[config.mk]
export PLATFORM = sky130hd
export DESIGN_NAME = command_credit_arbiter
export DESIGN_NICKNAME = d
export VERILOG_FILES = /design/src/rtl/command_credit_arbiter_pkg.sv /design/src/rtl/command_credit_arbiter_counter.sv /design/src/rtl/command_credit_arbiter.sv
export SDC_FILE = /design/constraint.sdc
export NUM_CORES = 1
export LEC_CHECK = 0
export BUFFER_PORTS_ARGS = -buffer_cell sky130_fd_sc_hd__buf_2
export CAP_MARGIN = 20
export CORE_MARGIN = 10
export CORE_UTILIZATION = 56
export DETAILED_ROUTE_END_ITERATION = 8
export PLACE_DENSITY = 0.81
export SYNTH_ARGS = -nofsm -noshare
export SYNTH_HDL_FRONTEND = slang
export SYNTH_SLANG_ARGS = --single-unit
[constraint.sdc]
create_clock -name clock -period 3.74 [get_ports clock]
set_input_delay 0 -clock clock [delete_from_list [all_inputs] [get_ports clock]]
set_output_delay 0 -clock clock [all_outputs]
set_load 0.005 [all_outputs]
[src/rtl/command_credit_arbiter_pkg.sv]
// Shared globals for the command credit arbiter: credit pool sizes,
// counter widths, the credit-class encoding and the arbiter state type.
package command_credit_arbiter_pkg;

  localparam int CREDITS_READ  = 32;
  localparam int CREDITS_WRITE = 32;
  localparam int CREDITS_TOTAL = CREDITS_READ + CREDITS_WRITE;

  localparam int TOTAL_W = 7;
  localparam int POOL_W  = 6;

  typedef enum logic [1:0] {
    CLS_WED     = 2'd0,
    CLS_RESTART = 2'd1,
    CLS_READ    = 2'd2,
    CLS_WRITE   = 2'd3
  } credit_class_t;

  typedef enum logic [1:0] {
    ST_IDLE  = 2'd0,
    ST_RUN   = 2'd1,
    ST_DRAIN = 2'd2
  } arb_state_t;

  // The command room offered by PSL is capped at the configured global credit limit.
  function automatic logic [TOTAL_W-1:0] clamp_room(input logic [7:0] room,
                                                    input logic [TOTAL_W-1:0] cap);
    logic [7:0] cap_ext;
    cap_ext = {1'b0, cap};
    if (room > cap_ext) begin
      return cap;
    end else begin
      return room[TOTAL_W-1:0];
    end
  endfunction

endpackage

[src/rtl/command_credit_arbiter_counter.sv]
// Credit counter: loads a full value, counts grants down and returns up,
// saturating at its full value and flagging any over-return.
module credit_counter
  import command_credit_arbiter_pkg::*;
#(
  parameter int W = TOTAL_W
) (
  input  logic         clock,
  input  logic         reset,
  input  logic         load,
  input  logic [W-1:0] load_value,
  input  logic         inc,
  input  logic         dec,
  output logic [W-1:0] count,
  output logic         at_full,
  output logic         over
);

  logic [W-1:0] count_r;
  logic [W-1:0] full_r;

  assign count   = count_r;
  assign at_full = (count_r == full_r);
  // A lone return on a counter already at its full value is an over-return.
  assign over    = inc & ~dec & (count_r >= full_r);

  // Count register with load, saturating increment and guarded decrement.
  always_ff @(posedge clock) begin
    if (reset) begin
      count_r <= {W{1'b0}};
      full_r  <= {W{1'b0}};
    end else if (load) begin
      count_r <= load_value;
      full_r  <= load_value;
    end else begin
      case ({inc, dec})
        2'b10: begin
          if (count_r < full_r) begin
            count_r <= count_r + {{(W-1){1'b0}}, 1'b1};
          end else begin
            count_r <= count_r;
          end
        end
        2'b01: begin
          if (count_r != {W{1'b0}}) begin
            count_r <= count_r - {{(W-1){1'b0}}, 1'b1};
          end else begin
            count_r <= count_r;
          end
        end
        default: count_r <= count_r;
      endcase
    end
  end

endmodule

[src/rtl/command_credit_arbiter.sv]
// Command credit arbiter: grants WED/RESTART/READ/WRITE commands against a
// global credit pool plus read and write pools, and drains on job disable.
module command_credit_arbiter #(
  parameter int CREDITS_READ  = command_credit_arbiter_pkg::CREDITS_READ,
  parameter int CREDITS_WRITE = command_credit_arbiter_pkg::CREDITS_WRITE,
  parameter int CREDITS_TOTAL = CREDITS_READ + CREDITS_WRITE
) (
  input  logic       clock,
  input  logic       reset,
  input  logic       enabled_in,
  input  logic       room_load,
  input  logic [7:0] room_value,
  input  logic [3:0] req_valid,
  input  logic       rsp_valid,
  input  logic [1:0] rsp_class,
  output logic [3:0] grant_out,
  output logic [6:0] credits_total_out,
  output logic [5:0] credits_read_out,
  output logic [5:0] credits_write_out,
  output logic       drained_out,
  output logic       credit_error_out
);

  import command_credit_arbiter_pkg::*;

  arb_state_t          state_r;
  arb_state_t          state_next_s;
  logic [3:0]          grant_r;
  logic [3:0]          grant_s;
  logic [3:0]          elig_s;
  logic                rr_r;
  logic                error_r;
  logic                drained_r;

  logic [TOTAL_W-1:0]  total_s;
  logic [POOL_W-1:0]   read_s;
  logic [POOL_W-1:0]   write_s;
  logic                total_full_s;
  logic                read_full_s;
  logic                write_full_s;
  logic                total_over_s;
  logic                read_over_s;
  logic                write_over_s;

  logic                load_s;
  logic                rsp_ok_s;
  logic [TOTAL_W-1:0]  total_load_s;
  credit_class_t       rsp_cls_s;

  assign rsp_cls_s    = credit_class_t'(rsp_class);
  assign load_s       = (state_r == ST_IDLE) & room_load & enabled_in;
  assign rsp_ok_s     = rsp_valid & (state_r != ST_IDLE);
  assign total_load_s = clamp_room(room_value, TOTAL_W'(CREDITS_TOTAL));

  credit_counter #(.W(TOTAL_W)) u_total (
    .clock      (clock),
    .reset      (reset),
    .load       (load_s),
    .load_value (total_load_s),
    .inc        (rsp_ok_s),
    .dec        (|grant_s),
    .count      (total_s),
    .at_full    (total_full_s),
    .over       (total_over_s)
  );

  credit_counter #(.W(POOL_W)) u_read (
    .clock      (clock),
    .reset      (reset),
    .load       (load_s),
    .load_value (POOL_W'(CREDITS_READ)),
    .inc        (rsp_ok_s & (rsp_cls_s == CLS_READ)),
    .dec        (grant_s[2]),
    .count      (read_s),
    .at_full    (read_full_s),
    .over       (read_over_s)
  );

  credit_counter #(.W(POOL_W)) u_write (
    .clock      (clock),
    .reset      (reset),
    .load       (load_s),
    .load_value (POOL_W'(CREDITS_WRITE)),
    .inc        (rsp_ok_s & (rsp_cls_s == CLS_WRITE)),
    .dec        (grant_s[3]),
    .count      (write_s),
    .at_full    (write_full_s),
    .over       (write_over_s)
  );

  assign elig_s[0] = req_valid[0] & (total_s != 7'd0);
  assign elig_s[1] = req_valid[1] & (total_s != 7'd0);
  assign elig_s[2] = req_valid[2] & (total_s != 7'd0) & (read_s  != 6'd0);
  assign elig_s[3] = req_valid[3] & (total_s != 7'd0) & (write_s != 6'd0);

  // Fixed priority for WED and RESTART, round-robin between READ and WRITE.
  always_comb begin
    grant_s = 4'b0000;
    if ((state_r == ST_RUN) && enabled_in) begin
      if (elig_s[0]) begin
        grant_s = 4'b0001;
      end else if (elig_s[1]) begin
        grant_s = 4'b0010;
      end else if (elig_s[2] && elig_s[3]) begin
        grant_s = rr_r ? 4'b1000 : 4'b0100;
      end else if (elig_s[2]) begin
        grant_s = 4'b0100;
      end else if (elig_s[3]) begin
        grant_s = 4'b1000;
      end else begin
        grant_s = 4'b0000;
      end
    end else begin
      grant_s = 4'b0000;
    end
  end

  // Next-state logic for the job lifecycle.
  always_comb begin
    state_next_s = state_r;
    case (state_r)
      ST_IDLE: begin
        if (room_load && enabled_in) begin
          state_next_s = ST_RUN;
        end else begin
          state_next_s = ST_IDLE;
        end
      end
      ST_RUN: begin
        if (!enabled_in) begin
          state_next_s = ST_DRAIN;
        end else begin
          state_next_s = ST_RUN;
        end
      end
      ST_DRAIN: begin
        if (total_full_s && read_full_s && write_full_s) begin
          state_next_s = ST_IDLE;
        end else begin
          state_next_s = ST_DRAIN;
        end
      end
      default: state_next_s = ST_IDLE;
    endcase
  end

  // State, grant, pointer and status registers.
  always_ff @(posedge clock) begin
    if (reset) begin
      state_r   <= ST_IDLE;
      grant_r   <= 4'b0000;
      rr_r      <= 1'b0;
      error_r   <= 1'b0;
      drained_r <= 1'b1;
    end else begin
      state_r   <= state_next_s;
      grant_r   <= grant_s;
      // IDLE is only reached with every counter at its full value.
      drained_r <= (state_next_s == ST_IDLE);
      error_r   <= error_r | total_over_s | read_over_s | write_over_s |
                   (rsp_valid & (state_r == ST_IDLE));
      // Point away from whichever of READ/WRITE was just served.
      if (grant_s[2]) begin
        rr_r <= 1'b1;
      end else if (grant_s[3]) begin
        rr_r <= 1'b0;
      end else begin
        rr_r <= rr_r;
      end
    end
  end

  assign grant_out         = grant_r;
  assign credits_total_out = total_s;
  assign credits_read_out  = read_s;
  assign credits_write_out = write_s;
  assign drained_out       = drained_r;
  assign credit_error_out  = error_r;

endmodule

Word level (Yosys, flattened, before mapping)
Cells that the tools add are included.
Word-level totals
  register bits after elaboration: 36
  bits of input ports: 19
  output and inout port bits: 25
  logic and storage cells: 123
Cells by class
  add/sub/neg operators: 6
  magnitude comparators: 7
  eq/ne operators: 23
  multiplexer cells: 26
  bitwise logic cells: 25
  reduce and logical (&&, ||, !) cells: 24
Operators by type and width (count)
  6-bit two-way mux: 6
  4-bit two-way mux: 7
  7-bit two-way mux: 4
  6-bit case mux with 2 select lines: 2
  1-bit bitwise AND: 18
  3-bit AND reduction: 5
  7-bit case mux with 2 select lines: 1
  6-bit by 1-bit adder with 6-bit output (second input constant): 2
  2-bit == test (second input constant): 6
  6-bit == test: 2
  6-bit >= comparator: 2
  6-bit < comparator: 2
  6-bit nonzero test: 2
  6-bit by 1-bit subtractor with 6-bit output (second input constant): 2
  3-bit by 2-bit inequality test with 1-bit output (second input constant): 3
  3-bit inequality test (second input constant): 3
  3-bit nonzero test: 3
  2-bit by 1-bit == test with 1-bit output (second input constant): 4
  8-bit by 7-bit > comparator with 1-bit output (second input constant): 1
  2-bit nonzero test: 4
  7-bit by 1-bit adder with 7-bit output (second input constant): 1
  7-bit == test: 1
  7-bit >= comparator: 1
  7-bit < comparator: 1
  13 further kinds: 28

Depth between registers and ports, before layout
Gate-level depths: netlist (run 1).
  depth in word-level cells: 17
  mapped depth: 11
  depth with buffers taken out: 11

Modules after synthesis
Synthesis (run 1) repeated with hierarchy kept, for this count alone.
Unflattened totals
  cells, all modules: 381
  area, all modules: 3104.2 sq um
Modules (own cells, without submodules)
  credit_counter (u_read ...): times used 2, cells an instance 103, area each 832.0 sq um, sequential area each 240.2 sq um
  credit_counter (u_total): times used 1, cells an instance 116, area each 970.9 sq um, sequential area each 280.3 sq um
  command_credit_arbiter: times used 1, cells an instance 59, area each 469.2 sq um, sequential area each 180.2 sq um

Worst setup path after synthesis (run 1)
No wires, ideal clock.
  kind: reg2reg
  from: register u_write.count_r[5] (netlist: u_write.count[5])
  to: register u_read.count_r[5] (netlist: u_read.count[5])
  setup time: 0.133 ns
  arrival: 2.944 ns
  data required time: 3.607 ns
  path slack: 0.663 ns
  cell stages (with the launch flop): 12
  path buffers: 0
  period minus slack after synthesis: 3.077 ns
  path through: dfxtp_1 or4_4 o31a_1 a311o_4 nor2_1 ha_1 a211oi_1 o21ai_0 a21o_1 mux2i_1 xnor2_1 a21oi_1
On the way
  cells in the longest elaborated chain, start to end: 10
  elaborated cells on any way between the ends: 15
  classes of those cells: eq/ne (4); mux (6); bitwise (1); reduce/logical (4)
Ends and longest elaborated chain
  start: declaration: RTL line command_credit_arbiter_counter.sv:19  | logic [W-1:0] count_r;
  start signal: assignment: RTL line command_credit_arbiter_counter.sv:30  | count_r <= {W{1'b0}};
  start signal: assignment: RTL line command_credit_arbiter_counter.sv:33  | count_r <= load_value;
  start signal: assignment: RTL line command_credit_arbiter_counter.sv:39  | count_r <= count_r + {{(W-1){1'b0}}, 1'b1};
  6-bit nonzero test (*): RTL line command_credit_arbiter.sv:94  | assign elig_s[3] = req_valid[3] & (total_s != 7'd0) & (write_s != 6'd0);
  1-bit bitwise AND (*): RTL line command_credit_arbiter.sv:94
  1-bit logical AND (*): RTL line command_credit_arbiter.sv:104  | end else if (elig_s[2] && elig_s[3]) begin
  4-bit two-way mux (*): RTL line command_credit_arbiter.sv:104
  4-bit two-way mux (*): RTL line command_credit_arbiter.sv:102  | end else if (elig_s[1]) begin
  4-bit two-way mux (*): RTL line command_credit_arbiter.sv:100  | if (elig_s[0]) begin
  4-bit two-way mux (*): RTL line command_credit_arbiter.sv:99  | if ((state_r == ST_RUN) && enabled_in) begin
  2-bit == test or 2-bit by 1-bit == test with 1-bit output (tied branches): RTL line command_credit_arbiter_counter.sv:36  | case ({inc, dec})
  3-bit by 2-bit inequality test with 1-bit output (no source line) (tied with other cells)
  3-bit AND reduction (no source line) or 6-bit two-way mux (tied branches)
  end signal: assignment: RTL line command_credit_arbiter_counter.sv:33
  end signal: assignment: RTL line command_credit_arbiter_counter.sv:39
  end signal: assignment: RTL line command_credit_arbiter_counter.sv:41  | count_r <= count_r;
  end: declaration: RTL line command_credit_arbiter_counter.sv:19
Mark *: on every way between the ends. The rest lies on a longest branch, timed or not.
A chain may end at the register's enable or synchronous reset.

Worst setup path in the final report (run 1)
Ends and elaborated chain as after synthesis.

==> run_results.csv, run 1 <==
group,metric,value,unit
placement,place_congestion,0.8443,
layout,seqCellArea,720.7,um2
global_routing,grt_pass1_wl,9.798,mm
timing,skew,14.11,ps
power,powerDensity,324.2,mW/mm2
placement,port_buffers,43,
critical_path,rrSetupSlack,260,ps
worst_hold_path,min_from,"room_value[1]",
global_routing,groute.usage.overall,0.1598,
floorplanning,placeableCoreArea,0.004058,mm2
power,ir_drop,202.9,uV
synthesis,syn_avg_cell_area,8.672,um2
layout,postLayoutCoreUtil,0.6805,
timing,tightest_slew,585.6,ps
synthesis,syn_area,0.002376,mm2
synthesis,yosys_warnings,0,
global_routing,grt_max_degree,27,
timing,maxSlewViolCount,0,
drt,wl,5.861,mm
synthesis,yosys_most_used_dff,"dfxtp_1",
power,power_leakage,1.254,nW
floorplanning,num_rows,23,
clock_network,cts_max_path_buffers,2,
timing,setup_violations,0,
layout,syn2layout_area_growth,16.22,%
floorplanning,initial_core_util,0.5856,
layout,nets,366,
placement,hpwl,4.471,mm
drt,drt_iter0_markers,136,
synthesis,yosys.area.top_type,"dfxtp_1",
clock_network,cts_buffers,5,
synthesis,yosys_register_bits,36,
floorplanning,dieArea,0.007248,mm2
worst_hold_path,min_to,"u_total.full_r[1]",
layout,layout-drive-gt1-share,0.1920,
layout,final_area,0.002761,mm2
critical_path,cp-end-kind,"flip-flop",
outcome,status,"complete, no violations",
floorplanning,fp.dieW,85.14,um
clock_network,cts_tree,"built",
worst_hold_path,hold_class,"in -> reg",
timing,finalCritPeriodShare,0.9304,
layout,stdcell_count,373,
placement,dp.cells,362,
layout,antenna-diode-count,0,
synthesis,netlist_instances,274,
critical_path,timing.rr.start,"u_write.count[5]",
critical_path,path_max_fanout,6,
synthesis,async_reset_ff_frac,0,
timing,maxSlewHeadroom,0.6066,
critical_path,start_kind,"flip-flop",
global_routing,grt_antenna_before_repair,0,
run,maxCapViolCount,0,
critical_path,crit_type,"reg -> reg",
layout,fill_cells,334,
floorplanning,die_h,85.14,um
drt,wire_per_inst,15.71,um
clock_network,htreeDepth,2,
synthesis,syn-num-nets,318,
clock_network,cts-root-buf,"clkbuf_8",
critical_path,r2r_cells,11,
timing,hold_ws,3.971,ps
global_routing,grt_overflow,0,
timing,period_needed,3480,ps
critical_path,r2r-end,"u_read.count[5]",
clock_network,cts_sinks,36,
drt,drc,0,
timing,grt_setup_unrepaired,"false",
layout,multi_input_area,0.001587,mm2
synthesis,yosys-top-cells-area,"dfxtp_1, ha_1, nor2_1",
synthesis,synth_edf_count,0,
clock_network,clkLatencyLatePin,300,ps
synthesis,synth.top_cell.area_share,0.3033,
clock_network,cts_resized,0,
placement,dpl_cell_area,0.002641,mm2
floorplanning,pin_count,44,
critical_path,cp.required,3900,ps
synthesis,seq_area_frac_synth,0.3033,
synthesis,synth_cell_types,50,
timing,fmax,0.2874,GHz
timing,fin_setup_tns,0,ps
clock_network,clkTransAtPathRegs,80,ps
synthesis,yosysMostFrequentCell,"nor2_1",
global_routing,grt_pass1_vias,2120,
drt,antenna_left,0,
timing,hold_violations,0,
worst_hold_path,hold_depth,3,
drt,viasPerCell,5.909,
drt,vias,2204,
drt,dr.pass1.iters,4,
synthesis,synth_common_cells,"nor2_1, dfxtp_1, ha_1",
critical_path,worst_ep_arrival_time,3640,ps
## cell type report
type                    instances  share of cell area
repair buffers                 48             0.09425
clock buffers                   8             0.03262
multi-input cells             220              0.5745
flip-flops and latches         36              0.2610
well taps                      50             0.02266
inverters                      11             0.01495
## repair_timing
| action | in CTS | in global routing |
|---|---|---|
| setup endpoints to repair | 0 | 0 |
| hold endpoints to repair | 3 | 0 |
| hold buffers | 3 | 0 |
| setup buffers | 0 | 0 |
## where the power goes
group	switching (mW)	leakage (nW)	internal, mW
Combinational	0.101	0.915	0.0810
Sequential	0.0216	0.293	0.399
Clock	0.142	0.0455	0.150
Total	0.265	1.25	0.630
## flip-flops by register name, indices dropped and copies added, names as in the netlist
signal / flops
rr_r: 1
u_total.full_r: 7
grant_out: 4
u_write.count: 6
u_total.count: 7
u_write.full_r: 1
drained_out: 1
u_read.count: 6
credit_error_out: 1
state_r: 2
## metal layers
metal,track usage,vias up,share of wire
met2,0.2541,70,0.45
met3,0.05449,6,0.072
li1,-,1118,-
met5,0,-,0
met1,0.1992,1010,0.47
met4,0.04491,0,0.010
## layout by cell type (no fill, tap or decap), drive strengths merged, types with 8 or more instances in the layout
master	count
dfxtp	36
inv	11
buf	45
clkbuf	8
ha	22
nor2	41
a21oi	18
a211oi	11
mux2i	12
xnor2	13
o21ai	13
nand2	16
## logic make-up after synthesis
| group | count (synthesis) | share of synthesized area |
|---|---|---|
| muxes | 12 | 0.06109 |
| xor gates and xnor gates | 13 | 0.04792 |
| AOI/OAI and AO/OA | 75 | 0.2170 |
| and+or+nand+nor | 95 | 0.2006 |
| adders and majority gates | 25 | 0.1411 |
| buffers and inverters | 18 | 0.02896 |
| DFF | 36 | 0.3033 |
## metrics by stage
step                worst slack, ps  total power, mW
floorplan                     663.1           0.5496
global placement              458.9           0.6038
detailed placement            342.3           0.6069
CTS                           274.0           0.8962
global route                  78.21           0.9376
finish                        260.3           0.8952
## how the worst max path moves through the flow
stage	start	to	slack, ps	cells after the start
detailed placement	u_read.count[0]	u_write.count[5]	340	11
finish	u_write.count[5]	u_read.count[5]	260	11
global placement	u_write.count[4]	u_read.count[5]	460	11
floorplan	u_write.count[5]	u_read.count[5]	660	11
global route	u_read.count[0]	u_write.count[5]	80	11
CTS	u_write.count[5]	u_read.count[5]	270	11
## critical path: stages (launching register included)
cell and delay (ps):
dfxtp_1 360, or4_4 550, o31a_1 270, a311o_4 430, nor2_1 370, ha_1 330, a211oi_1 260, o21ai_0 180
a21o_1 190, mux2i_1 160, xnor2_1 150, a21oi_1 80
Power figures use the tool's default switching activity.
==> run 2: changes to the inputs <==
CORE_UTILIZATION = 47   (was 56)
PLACE_DENSITY = 0.7   (was 0.81)
==> run_results.csv, run 2 (synthesis results as in run 1) <==
group,metric,value,unit
outcome,status,"complete, no violations",
layout,final_area,0.002790,mm2
clock_network,cts_sinks,36,
critical_path,crit_start,"u_read.count[0]",
power,powerDensity,322.0,mW/mm2
critical_path,worst_ep_arrival_time,3560,ps
floorplanning,fp.dieW,91.10,um
global_routing,grt_pass1_wl,10.23,mm
power,power_leakage,1.258,nW
clock_network,cts_buffers,5,
power,ir_drop,188.9,uV
critical_path,start_kind,"flip-flop",
drt,drt_iter0_markers,194,
global_routing,grt_antenna_before_repair,0,
drt,vias,2179,
critical_path,critPathMostFrequentCell,"a211oi_1",
run,maxCapViolCount,0,
floorplanning,pin_count,44,
clock_network,cts_max_path_buffers,2,
drt,viasPerCell,5.573,
timing,maxSlewHeadroom,0.5879,
clock_network,cts_tree,"built",
layout,fill_cells,461,
clock_network,ctsHoldBuffers,3,
layout,final_common_cell,"buf_2",
global_routing,grt_pass1_vias,2138,
layout,antenna-diode-count,0,
global_routing,groute.usage.overall,0.1437,
clock_network,cts_resized,0,
drt,antenna_left,0,
timing,period_needed,3352,ps
placement,dpl_cell_area,0.002670,mm2
critical_path,timing.rr.start,"u_read.count[0]",
critical_path,cp.required,3940,ps
layout,final_cell_mix,"buf_2, nor2_1, dfxtp_1",
timing,tightest_slew,616.4,ps
timing,fin_setup_tns,0,ps
clock_network,clkLatencyLatePin,290,ps
worst_hold_path,hold_class,"in -> reg",
drt,wire_per_inst,15.47,um
layout,seqCellArea,720.7,um2
global_routing,grt_max_degree,27,
floorplanning,initial_core_util,0.4932,
critical_path,max_stage_delay,580,ps
placement,port_buffers,43,
floorplanning,placeableCoreArea,0.004817,mm2
critical_path,critPathBufInv,0,
floorplanning,die_h,91.10,um
drt,drc,0,
floorplanning,dieArea,0.008299,mm2
critical_path,crit_family,"compound AO/OA/AOI/OAI gates",
clock_network,post_cts_buffers,0,
worst_hold_path,min_from,"room_value[0]",
layout,multi_input_area,0.001587,mm2
global_routing,grt_overflow,0,
timing,maxSlewViolCount,0,
layout,nets,367,
clock_network,cts-root-buf,"clkbuf_8",
drt,wl,6.047,mm
floorplanning,num_rows,25,
drt,dr.pass1.iters,4,
critical_path,cp_cell_sequence,"or4_1 > o31a_1 > a211o_1 > nor2_1 > ha_1 > a211oi_1 > o21ai_0 > a21o_1 > mux2i_1 > nor3_1 > a211oi_1",
timing,setup_violations,0,
layout,syn2layout_area_growth,17.43,%
clock_network,clkTransAtPathRegs,80,ps
timing,grt_setup_unrepaired,"false",
clock_network,htreeDepth,2,
timing,fmax,0.2983,GHz
timing,hold_violations,0,
layout,postLayoutCoreUtil,0.5792,
layout,layout-drive-gt1-share,0.1944,
critical_path,path_max_fanout,6,
placement,hpwl,4.720,mm
critical_path,cp-end-kind,"flip-flop",
timing,finalCritPeriodShare,0.8964,
placement,place_congestion,0.8138,
critical_path,crit_type,"reg -> reg",
critical_path,slowest_stage,"or4_1",
timing,skew,5.222,ps
## run 2: cell count changes in the layout (fill, tap and decap cells not counted), sizes merged
cell  before  now
buf       45   46
## run 2: final timing paths
path / end / slack, ps / depth (start not counted)
setup / recovery: u_write.count[5] / 390 / 11
hold / removal: u_total.full_r[0] / 6 / 3
setup reg to reg: u_write.count[5] / 390 / 11
hold reg to reg: u_total.full_r[5] / 460 / 2
## run 2: final cells by class
cell class | count | share of cell area
multi-input cells | 220 | 0.5686
flip-flops and latches | 36 | 0.2583
repair buffers | 49 | 0.09596
clock buffers | 8 | 0.03229
well taps | 67 | 0.03004
inverters | 11 | 0.01480
## run 2: routing by layer
layer | GRT usage | up-vias | wire (um)
li1 | - | 1113 | -
met1 | 0.1800 | 1019 | 2962
met3 | 0.04691 | 8 | 312
met5 | 0 | - | 0
met2 | 0.2345 | 39 | 2722
met4 | 0.03003 | 0 | 50
## run 2: where the power goes
| group | internal, mW | switching [mW] | total (mW) |
|---|---|---|---|
| clock network | 0.150 | 0.142 | 0.293 |
| logic | 0.0816 | 0.104 | 0.186 |
| registers | 0.399 | 0.0211 | 0.420 |
| total | 0.631 | 0.268 | 0.898 |
## run 2: tightest hold or removal path: stages
cell	delay, ps
buf_2	100
nand3b_1	90
a21oi_1	60
## run 2: per-stage QoR
step | std cells | hold slack [ps] | total power [mW] | worst slack, ps
final | 391 | 5.856 | 0.8983 | 387.5
after floorplan | 274 | 76.74 | 0.5496 | 663.1
after global routing | 391 | 15.87 | 0.9514 | 184.4
after detailed placement | 380 | 214.1 | 0.6109 | 431.3
after global placement | 380 | 214.9 | 0.6064 | 506.0
after CTS | 391 | 6.488 | 0.9019 | 396.5
==> run 3: changes to the inputs <==
PLACE_DENSITY = 0.71   (was 0.7)
SETUP_SLACK_MARGIN = 0.4   (was not set)
==> run_results.csv, run 3 (synthesis results as in run 1) <==
group,metric,value,unit
global_routing,groute.usage.overall,0.1438,
critical_path,max_stage_delay,570,ps
floorplanning,initial_core_util,0.4932,
critical_path,rrSetupSlack,550,ps
timing,maxSlewViolCount,0,
critical_path,path_max_fanout,6,
critical_path,timing.rr.start,"u_read.count[0]",
drt,dr.pass1.iters,4,
layout,final_common_cell,"buf_2",
layout,layout-drive-gt1-share,0.2117,
floorplanning,num_rows,25,
drt,wire_per_inst,15.14,um
clock_network,cts_sinks,36,
critical_path,worst_ep_arrival_time,3400,ps
drt,vias,2204,
layout,syn2layout_area_growth,19.01,%
placement,place_congestion,0.8721,
run,maxCapViolCount,0,
critical_path,r2r_cells,11,
critical_path,critPathBufInv,1,
clock_network,cts-root-buf,"clkbuf_8",
clock_network,cts_buffers,5,
drt,viasPerCell,5.608,
critical_path,crit_start,"u_read.count[0]",
timing,grt_setup_unrepaired,"true",
clock_network,htreeDepth,2,
layout,postLayoutCoreUtil,0.5870,
layout,seqCellArea,720.7,um2
power,ir_drop,217.5,uV
critical_path,cp-end-kind,"flip-flop",
power,power_leakage,1.268,nW
clock_network,cts_tree,"built",
timing,setup_violations,0,
timing,finalCritPeriodShare,0.8520,
timing,tightest_slew,605.1,ps
floorplanning,placeableCoreArea,0.004817,mm2
global_routing,grt_pass1_vias,2097,
floorplanning,pin_count,44,
timing,maxSlewHeadroom,0.5954,
global_routing,grt_pass1_wl,10.10,mm
critical_path,crit_cells,11,
layout,multi_input_area,0.001607,mm2
critical_path,cp_cell_sequence,"or4_1 > o31a_1 > a211o_2 > nor2_4 > buf_4 > ha_1 > or2_2 > a21o_1 > mux2i_1 > nor3_1 > a211oi_1",
timing,period_needed,3186,ps
global_routing,grt_overflow,0,
layout,antenna-diode-count,0,
layout,stdcell_count,393,
drt,antenna_left,0,
outcome,status,"complete, no violations",
clock_network,clkLatencyLatePin,290,ps
layout,nets,369,
timing,fmax,0.3138,GHz
placement,port_buffers,43,
critical_path,r2r-end,"u_write.count[5]",
layout,final_cell_mix,"buf_2, nor2_1, dfxtp_1",
timing,hold_ws,18.39,ps
layout,fill_cells,463,
critical_path,crit_type,"reg -> reg",
critical_path,start_kind,"flip-flop",
critical_path,crit_family,"simple AND/OR/NAND/NOR gates",
critical_path,critPathCapture,"u_write.count[5]",
clock_network,clkTransAtPathRegs,70,ps
timing,fin_setup_tns,0,ps
global_routing,grt_antenna_before_repair,0,
drt,drc,0,
critical_path,slowest_stage,"or4_1",
drt,drt_iter0_markers,66,
placement,hpwl,4.592,mm
critical_path,cp.required,3950,ps
timing,hold_violations,0,
floorplanning,die_h,91.10,um
floorplanning,fp.dieW,91.10,um
power,powerDensity,317.3,mW/mm2
global_routing,grt_max_degree,27,
drt,wl,5.950,mm
timing,skew,4.574,ps
clock_network,cts_max_path_buffers,2,
floorplanning,dieArea,0.008299,mm2
placement,dp.cells,379,
worst_hold_path,hold_class,"in -> reg",
## run 3: final cells by class
type / instances / area share
multi-input cells: 220 / 0.5681
well taps: 67 / 0.02965
repair buffers: 51 / 0.1009
inverters: 11 / 0.01460
clock buffers: 8 / 0.03186
flip-flops and latches: 36 / 0.2549
## run 3: worst min-delay path by stage
stage               cells after the start  slack (ps)           from                end
global placement                        2         210   req_valid[0]       grant_out[1]
global route                            3          20      room_load         state_r[0]
finish                                  3          20  room_value[0]  u_total.full_r[0]
CTS                                     3           8  room_value[0]  u_total.full_r[0]
detailed placement                      2         210   req_valid[0]       grant_out[1]
floorplan                               1          80   req_valid[0]       grant_out[1]
## run 3: tightest hold or removal path: cells and delay by family
kind,cells,cell delay (ps)
AOI/OAI and AO/OA,1,60
buffers and inverters,1,110
and+or+nand+nor,1,90
## run 3: layer usage
metal  up-vias  part of all wire  wire length [um]  global-route usage
li1       1112                 -                 -                   -
met5         -                 0                 0                   0
met4         0             0.011                68             0.03916
met3         8             0.058               348             0.04198
met1      1036              0.47              2812              0.1868
met2        48              0.46              2720              0.2261
## run 3: stage by stage
| step | worst slack (ps) | total power [mW] | instance area (um2) |
|---|---|---|---|
| 6_report | 553.5 | 0.8973 | 2828 |
| 5_1_grt | 349.1 | 0.9510 | 2828 |
| 4_1_cts | 449.1 | 0.9050 | 2798 |
| 3_5_place_dp | 366.1 | 0.6105 | 2663 |
| 3_3_place_gp | 449.8 | 0.6079 | 2663 |
| 2_1_floorplan | 663.1 | 0.5496 | 2376 |
## run 3: power breakdown
| group | switching, mW | leakage (nW) | internal (mW) |
|---|---|---|---|
| registers | 0.0205 | 0.293 | 0.399 |
| logic | 0.104 | 0.930 | 0.0818 |
| clock network | 0.142 | 0.0455 | 0.150 |
| total | 0.266 | 1.27 | 0.631 |
## run 3: repair_timing
item	4_1_cts	5_1_grt
buffers inserted	0	2
hold endpoints to repair	4	0
pin swaps	0	1
hold buffers	4	0
resized for setup	2	5
endpoints found under the setup margin	2	4
gates cloned	0	0
